==> config.mk <==
export PLATFORM = sky130hd
export DESIGN_NAME = mips_multicycle_ctrl
export DESIGN_NICKNAME = d
export VERILOG_FILES = /design/src/rtl/mips_ctrl_pkg.sv /design/src/rtl/mips_ctrl_outdec.sv /design/src/rtl/mips_multicycle_ctrl.sv
export SDC_FILE = /design/constraint.sdc
export NUM_CORES = 1
export LEC_CHECK = 0
export ABC_CLOCK_PERIOD_IN_PS = 2700
export CAP_MARGIN = 10
export CORE_MARGIN = 1.5
export CORE_UTILIZATION = 47
export CTS_BUF_LIST = sky130_fd_sc_hd__clkbuf_2
export CTS_CLUSTER_DIAMETER = 100
export CTS_CLUSTER_SIZE = 40
export DETAILED_ROUTE_END_ITERATION = 10
export PLACE_DENSITY = 0.75
export SETUP_SLACK_MARGIN = 0.3
export SYNTH_ARGS = -nofsm -noshare
export SYNTH_HDL_FRONTEND = slang
export SYNTH_SLANG_ARGS = --single-unit
==> constraint.sdc <==
create_clock -name clk -period 2.7 [get_ports clk]
set_input_delay 0.675 -clock clk [delete_from_list [all_inputs] [get_ports clk]]
set_output_delay 0.675 -clock clk [all_outputs]
set_load 0.05 [all_outputs]
==> src/rtl/mips_ctrl_pkg.sv <==
// Shared types and constants for the multicycle MIPS control FSM:
// state enum, opcode values, datapath mux encodings and the control vector.
package mips_ctrl_pkg;

   typedef enum logic [3:0] {
      S_RST, S_FETCH, S_DECODE, S_MEMADR, S_MEMREAD, S_MEMWB, S_MEMWRITE,
      S_EXEC, S_ALUWB, S_BRANCH, S_ADDIEX, S_ADDIWB, S_JUMP
   } state_t;

   localparam int unsigned OP_R    = 0;
   localparam int unsigned OP_J    = 2;
   localparam int unsigned OP_BEQ  = 4;
   localparam int unsigned OP_BNE  = 5;
   localparam int unsigned OP_ADDI = 8;
   localparam int unsigned OP_LW   = 35;
   localparam int unsigned OP_SW   = 43;

   typedef enum logic [1:0] {
      SRCB_RT = 2'b00, SRCB_FOUR = 2'b01, SRCB_IMM = 2'b10, SRCB_IMM_SH2 = 2'b11
   } alusrcb_t;

   typedef enum logic [1:0] {
      ALU_ADD = 2'b00, ALU_SUB = 2'b01, ALU_FUNCT = 2'b10
   } aluop_t;

   typedef enum logic [1:0] {
      PC_ALU = 2'b00, PC_ALUOUT = 2'b01, PC_JUMP = 2'b10
   } pcsource_t;

   typedef struct packed {
      logic      pcwrite;
      logic      pcwritecond;
      logic      bne;
      logic      iord;
      logic      memread;
      logic      memwrite;
      logic      irwrite;
      logic      regdst;
      logic      memtoreg;
      logic      regwrite;
      logic      alusrca;
      alusrcb_t  alusrcb;
      aluop_t    aluop;
      pcsource_t pcsource;
      logic      illegal_op;
   } ctrl_t;

   function automatic logic op_supported(input logic [31:0] op);
      return op inside {OP_R, OP_J, OP_BEQ, OP_BNE, OP_ADDI, OP_LW, OP_SW};
   endfunction

endpackage

==> src/rtl/mips_ctrl_outdec.sv <==
// Combinational control-vector decoder: current state (plus mem_ready for the
// Mealy fetch strobes and opcode for bne/illegal_op) to datapath controls.
module mips_ctrl_outdec
   import mips_ctrl_pkg::*;
#(
   parameter int unsigned OPW = 6
) (
   input  state_t           state,
   input  logic             mem_ready,
   input  logic [OPW-1:0]   opcode,
   output ctrl_t            ctrl
);

   always_comb begin
      ctrl = '0;
      case (state)
         S_FETCH: begin
            ctrl.memread = 1'b1;
            ctrl.alusrcb = SRCB_FOUR;
            ctrl.irwrite = mem_ready;
            ctrl.pcwrite = mem_ready;
         end
         S_DECODE: begin
            ctrl.alusrcb    = SRCB_IMM_SH2;
            ctrl.illegal_op = !op_supported(32'(opcode));
         end
         S_MEMADR, S_ADDIEX: begin
            ctrl.alusrca = 1'b1;
            ctrl.alusrcb = SRCB_IMM;
         end
         S_MEMREAD: begin
            ctrl.memread = 1'b1;
            ctrl.iord    = 1'b1;
         end
         S_MEMWB: begin
            ctrl.regwrite = 1'b1;
            ctrl.memtoreg = 1'b1;
         end
         S_MEMWRITE: begin
            ctrl.memwrite = 1'b1;
            ctrl.iord     = 1'b1;
         end
         S_EXEC: begin
            ctrl.alusrca = 1'b1;
            ctrl.aluop   = ALU_FUNCT;
         end
         S_ALUWB: begin
            ctrl.regwrite = 1'b1;
            ctrl.regdst   = 1'b1;
         end
         S_BRANCH: begin
            ctrl.alusrca     = 1'b1;
            ctrl.aluop       = ALU_SUB;
            ctrl.pcwritecond = 1'b1;
            ctrl.pcsource    = PC_ALUOUT;
            ctrl.bne         = (opcode == OPW'(OP_BNE));
         end
         S_ADDIWB: ctrl.regwrite = 1'b1;
         S_JUMP: begin
            ctrl.pcwrite  = 1'b1;
            ctrl.pcsource = PC_JUMP;
         end
         default: ;
      endcase
   end

endmodule

==> src/rtl/mips_multicycle_ctrl.sv <==
// Multicycle MIPS control FSM: state register, next-state logic and the
// retired-instruction counter; per-state controls come from mips_ctrl_outdec.
module mips_multicycle_ctrl
   import mips_ctrl_pkg::*;
#(
   parameter int unsigned OPW  = 6,
   parameter int unsigned CNTW = 32
) (
   input  logic             clk,
   input  logic             rst_n,
   input  logic [OPW-1:0]   opcode,
   input  logic             mem_ready,
   output logic             pcwrite,
   output logic             pcwritecond,
   output logic             bne,
   output logic             iord,
   output logic             memread,
   output logic             memwrite,
   output logic             irwrite,
   output logic             regdst,
   output logic             memtoreg,
   output logic             regwrite,
   output logic             alusrca,
   output logic [1:0]       alusrcb,
   output logic [1:0]       aluop,
   output logic [1:0]       pcsource,
   output logic             illegal_op,
   output logic [CNTW-1:0]  instret
);

   state_t state_q, state_d;
   logic   retire;
   logic   mem_is_sw_q;
   ctrl_t  ctrl;

   always_ff @(posedge clk or negedge rst_n) begin
      if (!rst_n) state_q <= S_RST;
      else        state_q <= state_d;
   end

   // opcode is only looked at in DECODE, so remember lw/sw for MEMADR
   always_ff @(posedge clk or negedge rst_n) begin
      if (!rst_n)                  mem_is_sw_q <= 1'b0;
      else if (state_q == S_DECODE) mem_is_sw_q <= (opcode == OPW'(OP_SW));
   end

   always_ff @(posedge clk or negedge rst_n) begin
      if (!rst_n)      instret <= '0;
      else if (retire) instret <= instret + 1'b1;
   end

   always_comb begin
      state_d = state_q;
      retire  = 1'b0;
      case (state_q)
         S_RST:   state_d = S_FETCH;
         S_FETCH: if (mem_ready) state_d = S_DECODE;
         S_DECODE: begin
            if (opcode == OPW'(OP_R))
               state_d = S_EXEC;
            else if (opcode == OPW'(OP_LW) || opcode == OPW'(OP_SW))
               state_d = S_MEMADR;
            else if (opcode == OPW'(OP_BEQ) || opcode == OPW'(OP_BNE))
               state_d = S_BRANCH;
            else if (opcode == OPW'(OP_ADDI))
               state_d = S_ADDIEX;
            else if (opcode == OPW'(OP_J))
               state_d = S_JUMP;
            else
               state_d = S_FETCH;
         end
         S_MEMADR:  state_d = mem_is_sw_q ? S_MEMWRITE : S_MEMREAD;
         S_MEMREAD: if (mem_ready) state_d = S_MEMWB;
         S_MEMWRITE: begin
            if (mem_ready) begin
               state_d = S_FETCH;
               retire  = 1'b1;
            end
         end
         S_EXEC:   state_d = S_ALUWB;
         S_ADDIEX: state_d = S_ADDIWB;
         S_MEMWB, S_ALUWB, S_BRANCH, S_ADDIWB, S_JUMP: begin
            state_d = S_FETCH;
            retire  = 1'b1;
         end
         default: state_d = S_RST;
      endcase
   end

   mips_ctrl_outdec #(.OPW(OPW)) u_outdec (
      .state     (state_q),
      .mem_ready (mem_ready),
      .opcode    (opcode),
      .ctrl      (ctrl)
   );

   assign pcwrite     = ctrl.pcwrite;
   assign pcwritecond = ctrl.pcwritecond;
   assign bne         = ctrl.bne;
   assign iord        = ctrl.iord;
   assign memread     = ctrl.memread;
   assign memwrite    = ctrl.memwrite;
   assign irwrite     = ctrl.irwrite;
   assign regdst      = ctrl.regdst;
   assign memtoreg    = ctrl.memtoreg;
   assign regwrite    = ctrl.regwrite;
   assign alusrca     = ctrl.alusrca;
   assign alusrcb     = ctrl.alusrcb;
   assign aluop       = ctrl.aluop;
   assign pcsource    = ctrl.pcsource;
   assign illegal_op  = ctrl.illegal_op;

endmodule

# After elaboration in Yosys (flattened, before gate mapping)
# Cells that the tools add are included.
# classes
reduce_logical	14
n_eq_ne	21
add_sub_neg	1
mux	26
# ops
operator	n
$add A32 B1 Y32 const B	1
$mux W4	8
$pmux W4 S8	1
$eq A4 B4 Y1 const B	5
$eq A4 B3 Y1 const B	4
$eq A6 B3 Y1 const B	2
$eq A6 B6 Y1 const B	2
$mux W1	10
$eq A4 B2 Y1 const B	2
$pmux W2 S2	2
$reduce_bool A7 Y1	1
$eq A6 B2 Y1 const B	1
$eq A6 B4 Y1 const B	1
$logic_not A6 Y1	1
$ne A2 B2 Y1 const B	3
$pmux W2 S3	1
$reduce_or A2 Y1	3
$reduce_or A6 Y1	1
$reduce_or A5 Y1	1
$eq A4 B1 Y1 const B	1
$logic_not A4 Y1	1
$mux W2	2
$pmux W1 S2	2
$reduce_or A4 Y1	1
other kinds (4)	5
# totals
input_bits	9
reg_bits	37
out_inout_bits	50

# Depth between registers and ports, before layout
# logic_depth
depth_word	7
ltp_mapped	5
depth_no_buf	5

# Hierarchy
# A second synthesis with hierarchy kept.
# hier_totals
hier_cells	229
area_unflattened_um2	2273.4
# by_module_without_submodules
module	area_each_um2	cells_each	instances	seq_area_each_um2
mips_multicycle_ctrl	2037.0	193	1	925.9
mips_ctrl_outdec	236.5	36	1	0.0

# Worst setup path after synthesis
# OpenSTA, ideal clock, no wires.
# synth_path
kind	register to output
start	reg state_q[1]
end	out illegal_op
t_arrival_ns	2.457
stages_incl_launch_ff	5
setup_slack_ns	-0.432
required_time_ns	2.025
cell_sequence	dfrtp_1 clkbuf_1 nor2b_1 nand2_1 nor4_1
# synth_via
elab_chain_cells	2
# synth_rtl
element	line	text
start, declared	mips_multicycle_ctrl.sv:31	state_t state_q, state_d;
start signal, assigned	mips_multicycle_ctrl.sv:38	else state_q <= state_d;
$eq A4 B2 Y1	mips_ctrl_outdec.sv:16	case (state)
$mux W1	mips_ctrl_outdec.sv:16	
end, declared	mips_multicycle_ctrl.sv:27	output logic illegal_op,
# Every way passes these cells.

# Final worst setup path
# layout_path
start	in opcode[5]
end	out illegal_op
# layout_via
elab_chain_cells	4
# layout_rtl
element	line	text
start, declared	mips_multicycle_ctrl.sv:11	input logic [OPW-1:0] opcode,
$eq A6 B2 Y1, or another cell as far along	mips_ctrl_pkg.sv:49	return op inside {OP_R, OP_J, OP_BEQ, OP_BNE, OP_ADDI, OP_LW, OP_SW};
$reduce_bool A7 Y1 *	mips_ctrl_pkg.sv:49	
$logic_not A1 Y1 *	mips_ctrl_outdec.sv:25	ctrl.illegal_op = !op_supported(32'(opcode));
$mux W1 *	mips_ctrl_outdec.sv:16	
# Every way passes the cells marked *; elsewhere a longest branch is shown, timed or not.

==> impl_metrics.ini <==
[final_layout]
diodes = 0
stdcell_area_um2 = 3470
final_cell_mix = dfrtp_1 (35), buf_4 (32), xor2_1 (19), dlymetal6s2s_1 (19), xnor2_1 (14)
nFillCells = 354
area_growth_pct = 46.3
seq_area_um2 = 928
layout_commonest_cell = dfrtp_1
fin_nets = 324
multi_input_area_um2 = 1500
drive_above_1_share = 0.365

[floorplanning]
die_x_um = 74.1
coreArea_um2 = 4790
fp-row-count = 25
fp.dieH_um = 74.1
dieArea_um2 = 5490
start_util = 0.496
ios = 59

[timing]
slew-limit-headroom = 0.283
slew_violations = 0
finalCritPeriodShare = 0.907
hold_viol = 0
rsz0062_at_grt = yes
layout_min_cycle_time_ps = 2450
setup_viol_count_final = 0
fin_skew_ps = 12.6
worstMarginPinSlew_ps = 1070
fmax_ghz = 0.408
worst_hold_slack_ps = 340

[detailed_routing]
drt_pass1_iterations = 4
top_layer = met4
routed_via_density = 5.81
detail_route.wl_per_cell_um = 17.0
dr_wl_met3_um = 297
antenna_left = 0
drt_iter0_markers = 113
wl_met2_mm = 3.30
vias = 2219
drc = 0
detail_route.wirelength.met1_mm = 2.81
wirelength_mm = 6.50

[place]
port_buffers = 58
globalplace.congestion = 0.839
place_hpwl_mm = 4.34
dpl-instance-area_um2 = 3170

[worst_setup_path]
cp-end-kind = output port
crit_fanout = 4
path_class = in -> out
crit_path_start_kind = primary input
timing.reg2reg.setup_slack_ps = 400
crit_required_ps = 2030
cp.arrival_ps = 1780

[synth]
synth_nets = 244
synth_xor_area_frac = 0.122
synth_warnings = 0
ys_ff_latch = 37
synth_mux_area_frac = 0.0142
synth_cell_types = 50
syn_area_per_cell_um2 = 10.1
synth_area_um2 = 2370
ys.flop_type = dfrtp_1
synthArstFlopShare = 1.00
synth_cells = 234
yosysSeqAreaShare = 0.390
synth_edf_count = 0
synth_simple_gate_area_frac = 0.272
synth_top_family_by_area = simple AND/OR/NAND/NOR gates
synth_compound_area_frac = 0.159
synthAdderAreaFrac = 0.00527

[grt]
grt_pass1_wl_mm = 10.1
grt_pass1_vias = 2003
antenna_found_initial = 0
grt_max_degree = 38
grt_util_all_layers = 0.242
grt_overflow_total = 0

[power]
cellLeakagePower_nw = 1.67
power.density_nw_per_um2 = 752
total_power_mw = 2.61
ir_drop_mv = 0.752

[clock_tree]
cts_tree = done
htreeDepth = 2
clk_latency_ps = 420
cts_buffer_depth = 2
clock-root-buffer = clkbuf_2
cts_sinks = 37
cts_inserted_buffers = 5
clk_pin_slew_ps = 180

[hold_path]
min_path_type = in -> async

[job]
maxCapViolations = 0

[status]
status = finished clean
-- worst max-delay path: stages --
cell and delay [ps]:
clkdlybuf4s15_2 220, or4_4 500, a21oi_2 130, nor4_2 60, buf_4 190
-- layout make-up --
| cell class | count | share of cell area |
|---|---|---|
| clock buffer | 8 | 0.0115 |
| multi-input combinational | 180 | 0.432 |
| inverter | 3 | 0.00360 |
| sequential | 37 | 0.267 |
| tap | 67 | 0.0241 |
| timing repair buffer | 87 | 0.262 |
-- registers in the layout (all words and copies together) (netlist names) --
signal and flops:
instret 32, mem_is_sw_q 1, state_q 4
-- where the power goes --
part / switching, mW / leakage [nW] / total (mW) / internal, mW
clock network: 0.185 / 0.0332 / 0.261 / 0.0762
logic: 1.01 / 1.18 / 1.62 / 0.614
registers: 0.108 / 0.461 / 0.729 / 0.620
total: 1.30 / 1.67 / 2.61 / 1.31
-- synth_stat cells, types with 2 or more instances --
cell type / instances / area (um^2)
nand2b_1: 5 / 31.3
nor2b_1: 3 / 18.8
xor2_1: 19 / 166
a2111oi_2: 7 / 105
and4_1: 6 / 52.6
and3_1: 7 / 43.8
dfrtp_1: 37 / 926
nor2_1: 12 / 45.0
nand4_1: 7 / 43.8
a211oi_1: 2 / 15.0
nand3_1: 12 / 60.1
buf_2: 4 / 20.0
o211ai_1: 4 / 30.0
nor3_1: 7 / 35.0
inv_1: 2 / 7.51
a21oi_1: 10 / 50.1
xnor2_1: 14 / 123
nand4_2: 2 / 25.0
nor4_1: 3 / 18.8
nand2_1: 14 / 52.6
or3_1: 3 / 18.8
o21ai_0: 4 / 20.0
or2_2: 2 / 12.5
o2111ai_1: 5 / 43.8
mux2_2: 3 / 33.8
buf_4: 3 / 22.5
nor4_2: 10 / 125
clkbuf_1: 5 / 18.8
-- per-layer routing --
| metal | vias to the layer above | track usage |
|---|---|---|
| li1 | 1040 | - |
| met1 | 1092 | 0.341 |
| met2 | 77 | 0.380 |
| met3 | 10 | 0.0488 |
| met4 | 0 | 0.0638 |
| met5 | - | 0 |
-- cell families after synthesis --
logic type,after synthesis
multiplexers,3
adder cells (fa/ha/maj),1
buffers and inverters,17
AO/OA/AOI/OAI,43
AND/OR/NAND/NOR,100
XOR/XNOR,33
flip-flops,37
-- through the flow --
stage	cells	util	setup TNS, ps	setup WS [ps]
6_report	382	0.726	0	250
2_1_floorplan	234	-	0	93.5
5_1_grt	382	0.726	0	196
3_5_place_dp	357	0.662	-64.6	-64.6
4_1_cts	375	0.696	0	226
3_3_place_gp	357	0.662	-52.3	-52.3
-- worst paths after layout --
path | start | endpoint | depth (start not counted)
max | opcode[5] | illegal_op | 5
min reg2reg | instret[31] | instret[31] | 1
min | rst_n | instret[21] | 1
min in group clk | instret[31] | instret[31] | 1
max in group asynchronous | rst_n | state_q[1] | 1
max reg2reg | state_q[2] | instret[11] | 6
-- timing repair --
item                                    CTS  global route
hold buffers                              0             0
gates cloned                              0             0
setup buffers                            10             7
gates resized for setup                  37            36
pin swaps                                 7             4
endpoints found under the setup margin   20            30
Note: power is estimated with default switching activity, not from simulation.
